### config.mk
export PLATFORM = sky130hd
export DESIGN_NAME = id_branch_resolver_flat
export DESIGN_NICKNAME = d
export VERILOG_FILES = /design/src/rtl/id_branch_resolver_if.sv /design/src/rtl/id_branch_resolver.sv /design/src/flat_wrapper.sv
export SDC_FILE = /design/constraint.sdc
export NUM_CORES = 1
export LEC_CHECK = 0
export CAP_MARGIN = 5
export CORE_MARGIN = 2
export CORE_UTILIZATION = 40
export DETAILED_ROUTE_END_ITERATION = 6
export HOLD_SLACK_MARGIN = 0.08
export PLACE_DENSITY = 0.84
export SYNTH_ARGS = -nofsm -noshare
export SYNTH_HDL_FRONTEND = slang
export SYNTH_SLANG_ARGS = --single-unit
### constraint.sdc
create_clock -name i_clk -period 4 [get_ports i_clk]
set_input_delay 0.8 -clock i_clk [delete_from_list [all_inputs] [get_ports i_clk]]
set_output_delay 0.8 -clock i_clk [all_outputs]
set_load 0.01 [all_outputs]
### src/rtl/id_branch_resolver_if.sv
// Bundle of the ID-stage branch resolver's pipeline-facing signals.
// The master drives the ID-stage operands and the EX/MEM/WB pipeline state,
// and receives the stall, flush, redirect and statistics outputs.
// The slave is the resolver's side of the same bundle.
interface id_branch_resolver_if #(
    parameter int DATA_W = 32,
    parameter int REG_AW = 5,
    parameter int PC_W   = 32,
    parameter int OFFS_W = 16,
    parameter int CNT_W  = 16
);
    // ID-stage instruction
    logic              valid;
    logic [2:0]        branch_op;
    logic [REG_AW-1:0] rs;
    logic [REG_AW-1:0] rt;
    logic [DATA_W-1:0] rs_data;
    logic [DATA_W-1:0] rt_data;
    logic [PC_W-1:0]   pc_plus_4;
    logic [OFFS_W-1:0] offset;

    // Downstream pipeline state used for hazard detection and forwarding
    logic [REG_AW-1:0] id_ex_rd;
    logic              id_ex_reg_write;
    logic              id_ex_mem_read;
    logic [REG_AW-1:0] ex_m_rd;
    logic              ex_m_reg_write;
    logic              ex_m_mem_read;
    logic [DATA_W-1:0] ex_m_alu_result;
    logic [REG_AW-1:0] m_wb_rd;
    logic              m_wb_reg_write;
    logic [DATA_W-1:0] m_wb_data;

    // Resolver outputs
    logic              stall;
    logic              flush_idex;
    logic              pc_src;
    logic [PC_W-1:0]   target;
    logic              flush_ifid;
    logic [CNT_W-1:0]  branch_count;
    logic [CNT_W-1:0]  taken_count;

    modport master (
        output valid, branch_op, rs, rt, rs_data, rt_data, pc_plus_4, offset,
               id_ex_rd, id_ex_reg_write, id_ex_mem_read,
               ex_m_rd, ex_m_reg_write, ex_m_mem_read, ex_m_alu_result,
               m_wb_rd, m_wb_reg_write, m_wb_data,
        input  stall, flush_idex, pc_src, target, flush_ifid,
               branch_count, taken_count
    );

    modport slave (
        input  valid, branch_op, rs, rt, rs_data, rt_data, pc_plus_4, offset,
               id_ex_rd, id_ex_reg_write, id_ex_mem_read,
               ex_m_rd, ex_m_reg_write, ex_m_mem_read, ex_m_alu_result,
               m_wb_rd, m_wb_reg_write, m_wb_data,
        output stall, flush_idex, pc_src, target, flush_ifid,
               branch_count, taken_count
    );
endinterface

### src/rtl/id_branch_resolver.sv
// ID-stage resolver for BEQ/BNE/BLEZ/BGTZ with EX/MEM and MEM/WB forwarding.
// Latency: redirect (pc_src/flush_ifid/target) one cycle after resolution.
// Backpressure: stalls 1 cycle on ALU-use / MEM-load hazards, 2 on EX-load.
// Ports: i_clk, i_reset (async active-low), bus (slave side of the bundle).
module id_branch_resolver #(
    parameter int DATA_W = 32,
    parameter int REG_AW = 5,
    parameter int PC_W   = 32,
    parameter int OFFS_W = 16,
    parameter int CNT_W  = 16
) (
    input  logic                  i_clk,
    input  logic                  i_reset,
    id_branch_resolver_if.slave   bus
);
    localparam logic [2:0] OP_BEQ  = 3'b001;
    localparam logic [2:0] OP_BNE  = 3'b010;
    localparam logic [2:0] OP_BLEZ = 3'b011;
    localparam logic [2:0] OP_BGTZ = 3'b100;

    typedef enum logic {S_IDLE, S_WAIT} state_t;

    state_t            state;
    logic              pc_src_q;
    logic              flush_ifid_q;
    logic [PC_W-1:0]   target_q;
    logic [CNT_W-1:0]  branch_cnt_q;
    logic [CNT_W-1:0]  taken_cnt_q;

    logic              is_branch;
    logic              uses_rt;
    logic [1:0]        need_rs;
    logic [1:0]        need_rt;
    logic [1:0]        need;
    logic [DATA_W-1:0] op_a;
    logic [DATA_W-1:0] op_b;
    logic              taken;
    logic              resolve;
    logic              stall;
    logic [PC_W-1:0]   offs_ext;
    logic [PC_W-1:0]   branch_target;

    // Bubbles needed before operand r is available to the branch comparator.
    // A load in EX needs two bubbles; an ALU op in EX or a load in MEM needs one.
    function automatic logic [1:0] hazard_need(
        input logic [REG_AW-1:0] r,
        input logic [REG_AW-1:0] ex_rd,
        input logic              ex_rw,
        input logic              ex_mr,
        input logic [REG_AW-1:0] mem_rd,
        input logic              mem_mr
    );
        logic [1:0] n;
        n = 2'd0;
        if (r != '0) begin
            if (ex_mr && ex_rd == r)
                n = 2'd2;
            else if ((ex_rw && ex_rd == r) || (mem_mr && mem_rd == r))
                n = 2'd1;
        end
        return n;
    endfunction

    // Youngest producer wins: EX/MEM ALU result, then MEM/WB, then regfile.
    function automatic logic [DATA_W-1:0] forward(
        input logic [REG_AW-1:0] r,
        input logic [DATA_W-1:0] rf_data,
        input logic [REG_AW-1:0] mem_rd,
        input logic              mem_rw,
        input logic              mem_mr,
        input logic [DATA_W-1:0] mem_data,
        input logic [REG_AW-1:0] wb_rd,
        input logic              wb_rw,
        input logic [DATA_W-1:0] wb_data
    );
        logic [DATA_W-1:0] d;
        d = rf_data;
        if (r != '0) begin
            if (mem_rw && !mem_mr && mem_rd == r)
                d = mem_data;
            else if (wb_rw && wb_rd == r)
                d = wb_data;
        end
        return d;
    endfunction

    always_comb begin
        is_branch = bus.valid && (bus.branch_op == OP_BEQ || bus.branch_op == OP_BNE ||
                                  bus.branch_op == OP_BLEZ || bus.branch_op == OP_BGTZ);
        uses_rt   = (bus.branch_op == OP_BEQ) || (bus.branch_op == OP_BNE);

        need_rs = hazard_need(bus.rs, bus.id_ex_rd, bus.id_ex_reg_write, bus.id_ex_mem_read,
                              bus.ex_m_rd, bus.ex_m_mem_read);
        need_rt = uses_rt ? hazard_need(bus.rt, bus.id_ex_rd, bus.id_ex_reg_write,
                                        bus.id_ex_mem_read, bus.ex_m_rd, bus.ex_m_mem_read)
                          : 2'd0;
        need    = !is_branch ? 2'd0 : ((need_rs > need_rt) ? need_rs : need_rt);

        op_a = forward(bus.rs, bus.rs_data, bus.ex_m_rd, bus.ex_m_reg_write, bus.ex_m_mem_read,
                       bus.ex_m_alu_result, bus.m_wb_rd, bus.m_wb_reg_write, bus.m_wb_data);
        op_b = forward(bus.rt, bus.rt_data, bus.ex_m_rd, bus.ex_m_reg_write, bus.ex_m_mem_read,
                       bus.ex_m_alu_result, bus.m_wb_rd, bus.m_wb_reg_write, bus.m_wb_data);

        // Signed compare against zero reduces to sign bit and zero test.
        taken = 1'b0;
        case (bus.branch_op)
            OP_BEQ:  taken = (op_a == op_b);
            OP_BNE:  taken = (op_a != op_b);
            OP_BLEZ: taken = op_a[DATA_W-1] || (op_a == '0);
            OP_BGTZ: taken = !op_a[DATA_W-1] && (op_a != '0);
            default: taken = 1'b0;
        endcase

        offs_ext      = {{(PC_W-OFFS_W){bus.offset[OFFS_W-1]}}, bus.offset};
        branch_target = bus.pc_plus_4 + (offs_ext << 2);

        resolve = is_branch && (state == S_IDLE) && (need == 2'd0);
        // Gated by reset so the stall drops the moment reset asserts,
        // even while a hazard is still presented on the inputs.
        stall   = i_reset && ((state == S_WAIT) || (need != 2'd0));
    end

    always_ff @(posedge i_clk or negedge i_reset) begin
        if (!i_reset) begin
            state        <= S_IDLE;
            pc_src_q     <= 1'b0;
            flush_ifid_q <= 1'b0;
            target_q     <= '0;
            branch_cnt_q <= '0;
            taken_cnt_q  <= '0;
        end else begin
            case (state)
                S_IDLE:  if (need == 2'd2) state <= S_WAIT;
                S_WAIT:  state <= S_IDLE;
                default: state <= S_IDLE;
            endcase

            pc_src_q     <= resolve && taken;
            flush_ifid_q <= resolve && taken;
            if (resolve && taken)
                target_q <= branch_target;
            if (resolve) begin
                branch_cnt_q <= branch_cnt_q + CNT_W'(1);
                if (taken)
                    taken_cnt_q <= taken_cnt_q + CNT_W'(1);
            end
        end
    end

    assign bus.stall        = stall;
    assign bus.flush_idex   = stall;
    assign bus.pc_src       = pc_src_q;
    assign bus.flush_ifid   = flush_ifid_q;
    assign bus.target       = target_q;
    assign bus.branch_count = branch_cnt_q;
    assign bus.taken_count  = taken_cnt_q;
endmodule

### src/flat_wrapper.sv
// flat-port wrapper written by rule: the top's interface ports become plain ports
module id_branch_resolver_flat 
#(
    parameter int DATA_W = 32,
    parameter int REG_AW = 5,
    parameter int PC_W   = 32,
    parameter int OFFS_W = 16,
    parameter int CNT_W  = 16
)
  (i_clk, i_reset, bus_valid, bus_branch_op, bus_rs, bus_rt, bus_rs_data, bus_rt_data, bus_pc_plus_4, bus_offset, bus_id_ex_rd, bus_id_ex_reg_write, bus_id_ex_mem_read, bus_ex_m_rd, bus_ex_m_reg_write, bus_ex_m_mem_read, bus_ex_m_alu_result, bus_m_wb_rd, bus_m_wb_reg_write, bus_m_wb_data, bus_stall, bus_flush_idex, bus_pc_src, bus_target, bus_flush_ifid, bus_branch_count, bus_taken_count);
  id_branch_resolver_if #(.DATA_W(DATA_W), .REG_AW(REG_AW), .PC_W(PC_W), .OFFS_W(OFFS_W), .CNT_W(CNT_W)) bus_i ();
  input  logic i_clk;
  input  logic i_reset;
  input wire logic [$bits(bus_i.valid)-1:0] bus_valid;
  input wire logic [$bits(bus_i.branch_op)-1:0] bus_branch_op;
  input wire logic [$bits(bus_i.rs)-1:0] bus_rs;
  input wire logic [$bits(bus_i.rt)-1:0] bus_rt;
  input wire logic [$bits(bus_i.rs_data)-1:0] bus_rs_data;
  input wire logic [$bits(bus_i.rt_data)-1:0] bus_rt_data;
  input wire logic [$bits(bus_i.pc_plus_4)-1:0] bus_pc_plus_4;
  input wire logic [$bits(bus_i.offset)-1:0] bus_offset;
  input wire logic [$bits(bus_i.id_ex_rd)-1:0] bus_id_ex_rd;
  input wire logic [$bits(bus_i.id_ex_reg_write)-1:0] bus_id_ex_reg_write;
  input wire logic [$bits(bus_i.id_ex_mem_read)-1:0] bus_id_ex_mem_read;
  input wire logic [$bits(bus_i.ex_m_rd)-1:0] bus_ex_m_rd;
  input wire logic [$bits(bus_i.ex_m_reg_write)-1:0] bus_ex_m_reg_write;
  input wire logic [$bits(bus_i.ex_m_mem_read)-1:0] bus_ex_m_mem_read;
  input wire logic [$bits(bus_i.ex_m_alu_result)-1:0] bus_ex_m_alu_result;
  input wire logic [$bits(bus_i.m_wb_rd)-1:0] bus_m_wb_rd;
  input wire logic [$bits(bus_i.m_wb_reg_write)-1:0] bus_m_wb_reg_write;
  input wire logic [$bits(bus_i.m_wb_data)-1:0] bus_m_wb_data;
  output wire logic [$bits(bus_i.stall)-1:0] bus_stall;
  output wire logic [$bits(bus_i.flush_idex)-1:0] bus_flush_idex;
  output wire logic [$bits(bus_i.pc_src)-1:0] bus_pc_src;
  output wire logic [$bits(bus_i.target)-1:0] bus_target;
  output wire logic [$bits(bus_i.flush_ifid)-1:0] bus_flush_ifid;
  output wire logic [$bits(bus_i.branch_count)-1:0] bus_branch_count;
  output wire logic [$bits(bus_i.taken_count)-1:0] bus_taken_count;
  assign bus_i.valid = bus_valid;
  assign bus_i.branch_op = bus_branch_op;
  assign bus_i.rs = bus_rs;
  assign bus_i.rt = bus_rt;
  assign bus_i.rs_data = bus_rs_data;
  assign bus_i.rt_data = bus_rt_data;
  assign bus_i.pc_plus_4 = bus_pc_plus_4;
  assign bus_i.offset = bus_offset;
  assign bus_i.id_ex_rd = bus_id_ex_rd;
  assign bus_i.id_ex_reg_write = bus_id_ex_reg_write;
  assign bus_i.id_ex_mem_read = bus_id_ex_mem_read;
  assign bus_i.ex_m_rd = bus_ex_m_rd;
  assign bus_i.ex_m_reg_write = bus_ex_m_reg_write;
  assign bus_i.ex_m_mem_read = bus_ex_m_mem_read;
  assign bus_i.ex_m_alu_result = bus_ex_m_alu_result;
  assign bus_i.m_wb_rd = bus_m_wb_rd;
  assign bus_i.m_wb_reg_write = bus_m_wb_reg_write;
  assign bus_i.m_wb_data = bus_m_wb_data;
  assign bus_stall = bus_i.stall;
  assign bus_flush_idex = bus_i.flush_idex;
  assign bus_pc_src = bus_i.pc_src;
  assign bus_target = bus_i.target;
  assign bus_flush_ifid = bus_i.flush_ifid;
  assign bus_branch_count = bus_i.branch_count;
  assign bus_taken_count = bus_i.taken_count;
  id_branch_resolver #(.DATA_W(DATA_W), .REG_AW(REG_AW), .PC_W(PC_W), .OFFS_W(OFFS_W), .CNT_W(CNT_W)) u_core (.i_clk(i_clk), .i_reset(i_reset), .bus(bus_i));
endmodule
==> qor.txt <==
DR WL/cell: 25.89 microns
Async S/R FF share, synth: 100.0%
Max Transition Viols Final: 0
PwrDens: 297.3 nW/um^2
Die boundary height: 130.9 microns
Largest family of logic cells by synthesized area: simple AND/OR/NAND/NOR gates
Area fraction of the dominant cell type after synthesis: 25.64%
Cells on worst reg2reg path: 7
Max frequency: 199.1 MHz
CTS tree: built
Sequential area share after synthesis: 25.64%
Yosys warning count: 0
Critical path peak fanout: 6
Xor and xnor fraction of the mapped netlist area: 16.59%
Ports: 280
RSZ-0062 raised after global routing: yes
DRC Markers: 18
Post-synth EDFFs: 0
Worst Skew: 0.005059 ns
Area growth syn-to-layout: 98.00%
Mapped Nets: 991
Failing checks: DRC, setup timing
Layout cell share with drive strength beyond 1: 33.25%
Crit path required time: 4.22 ns
Std cell rows: 46
Placed cell count: 1317
Die area: 17140 sq um
HPWL after DPL: 19480 microns
Final ANT Viol Nets: 0
Setup Viol. Count Final: 66
Syn avg cell area: 8.659 sq um
Worst setup EP type: flop
Mux cell area share after synthesis: 7.574%
Cell count after synthesis: 744
Slew headroom: 42.86%
Number of max-cap violations: 0
CTS H-Tree Depth: 3
Kind of critical path: input pin to flop
Adder-cell share of the synthesized area: 6.914%
HP Class: flop to flop
Via density: 6.195
Final setup margin: -1.022 ns
Clk Latency, worst-skew pair: 0.33 ns
CP arrival: 5.24 ns
Root Driver: clkbuf_16
Hold Vio Cnt, Final: 0
First-pass GRT wire length: 44150 microns
P_leak: 5.233 nW
Slowest stage delay, CP: 0.48 ns
CTS buffer count: 9
Filler Cells Inserted: 842
Worst-path cell chain: buf_12 -> buf_4 -> xnor2_2 -> nand2_2 -> or3_4 -> a21oi_4 -> buf_12 -> buf_6 -> buf_16 -> o21ai_1 -> xnor2_1 -> nand4_1 -> nor4_4 -> a21oi_4 -> o41ai_4 -> nand2_4 -> buf_4 -> buf_16 -> mux2_4
Non-Filler Instances: 1396
Cell with the most instances after synthesis: xnor2_1
Synth area leaders: dfrtp_1, xnor2_1, o221ai_1
Primary FF master, synth: dfrtp_1
CTS Buffer Depth: 2
Worst hold slack: 0.4810 ns
Post-synth cell types: 60
Post-synthesis compound-gate area fraction: 18.49%
Final net count: 1421
Outcome: finished with violations
CP top delay family: simple AND/OR/NAND/NOR gates
Post-layout util: 80.59%
CTS Hold Buffers Added: 0
Gr ovfl total: 0
Simple-Gate Fraction of Synth Area: 20.26%
Place WS: -1.046 ns
CTS clk-pin slew, worst paths: 0.06 ns
Vias: 8648
Final min period: 5.022 ns
Tot Pwr: 3.792 mW
Largest net degree at the start of global routing: 67
Post-Syn Area: 6442 sq um
Vias in the first global route: 8328
Core Footprint: 15830 sq um
Bufs and invs on worst path: 7
Initial Util: 40.70%
Area leader, netlist: dfrtp_1
Synth top cells by count: xnor2_1, nand2_1, dfrtp_1
Critical Path Start Type: input pin
Worst Hold Depth: 1
Drt first pass iters: 7
Slew at the pin closest to its max-slew limit: 0.8571 ns
WP depth: 19
Tot GR Track Use: 33.26%
Initial antenna violation count: 1
Sink Count: 66
Maximum vdd drop: 248.9 uV
Die width: 130.9 microns
Routed WL: 36150 microns
# port buffers: 279
Crit share post-route: 125.6%
Seq cells post-synth: 66
Cell with the largest stage delay on the worst path: nand4_1
Gpl congestion: 0.9571
Iter 0 DRT Violations: 948
## worst paths after layout
check | from | to | slack [ns]
max in group asynchronous | i_reset | u_core.bus.target[4] | 2.73
worst min-delay path | u_core.bus.branch_count[15] | u_core.bus.branch_count[15] | 0.48
worst max-delay path | bus_rs[4] | u_core.bus.target[10] | -1.02
worst min register to register | u_core.bus.branch_count[15] | u_core.bus.branch_count[15] | 0.48
worst max register to register | u_core.state | u_core.bus.branch_count[11] | 2.28
min in group asynchronous | i_reset | u_core.bus.branch_count[14] | 0.71
## routing by layer
metal  track usage, %  wire, microns
met1            37.90          12400
met4            18.40           2820
met3            9.446           4458
met2            56.28          16370
met5                0            106
## worst reg2reg max path, stage by stage, from the launching register on
cell and delay (ns):
dfrtp_1 0.42, nor4b_4 0.29, buf_6 0.17, nand4_1 0.16, nor2_1 0.16, buf_4 0.15, nand3_1 0.10, xnor2_1 0.15
## registers in the layout, summed over array words and instances, names as in the netlist
register	cells
u_core.bus.target	32
u_core.bus.branch_count	16
u_core.bus.taken_count	16
u_core.bus.pc_src	1
u_core.state	1
## through the flow
stage | setup TNS, ns | area [sq um]
finish | -51.05 | 12760
global route | -54.57 | 12750
CTS | -3.448 | 11930
detailed placement | -54.81 | 10500
global placement | -48.63 | 10500
floorplan | 0 | 6696
## cell families (layout without fill, tap and decap cells)
kind of cell               Yosys count  in the layout
muxes                               35             35
DFF                                 66             66
AOI/OAI and AO/OA                  158            158
xor gates and xnor gates           122            122
buffers and inverters               65            500
adders and majority gates           35             35
and+or+nand+nor                    263            263
other                                0              1
## power breakdown
| part | total [mW] | leakage [nW] | internal, mW | switching, mW |
|---|---|---|---|---|
| combinational | 1.88 | 4.24 | 1.09 | 0.784 |
| sequential | 1.06 | 0.842 | 0.861 | 0.197 |
| clock | 0.856 | 0.151 | 0.544 | 0.312 |
## area by class of cell
class	instances	area, sq um	share of cell area [%]
inverter	33	123.9	0.9711
clock inverter	7	93.84	0.7357
antenna	1	2.502	0.01962
timing repair buffer	451	4594	36.02
tap	216	270.3	2.119
multi-input combinational	613	5794	45.42
clock buffer	9	225.2	1.766
sequential	66	1652	12.95
## cell usage in the layout, fill, tap and decap left out, drive strengths merged, types with 19 or more instances in the layout
cell type	n
nand3	23
nand2	86
o221ai	50
clkdlybuf4s50	248
nor2	59
o21ai	25
dfrtp	66
xnor2	91
mux2	32
xor2	31
ha	34
nand4	28
a21oi	19
inv	33
buf	188
## timing repair
item / in CTS / in global routing
endpoints found under the hold margin: 0 / 0
pin swaps: 64 / 56
endpoints found under the setup margin: 60 / 65
setup buffers: 23 / 32
gates resized for setup: 221 / 106
cloned: 9 / 3
Note: power is estimated with default switching activity, not from simulation.
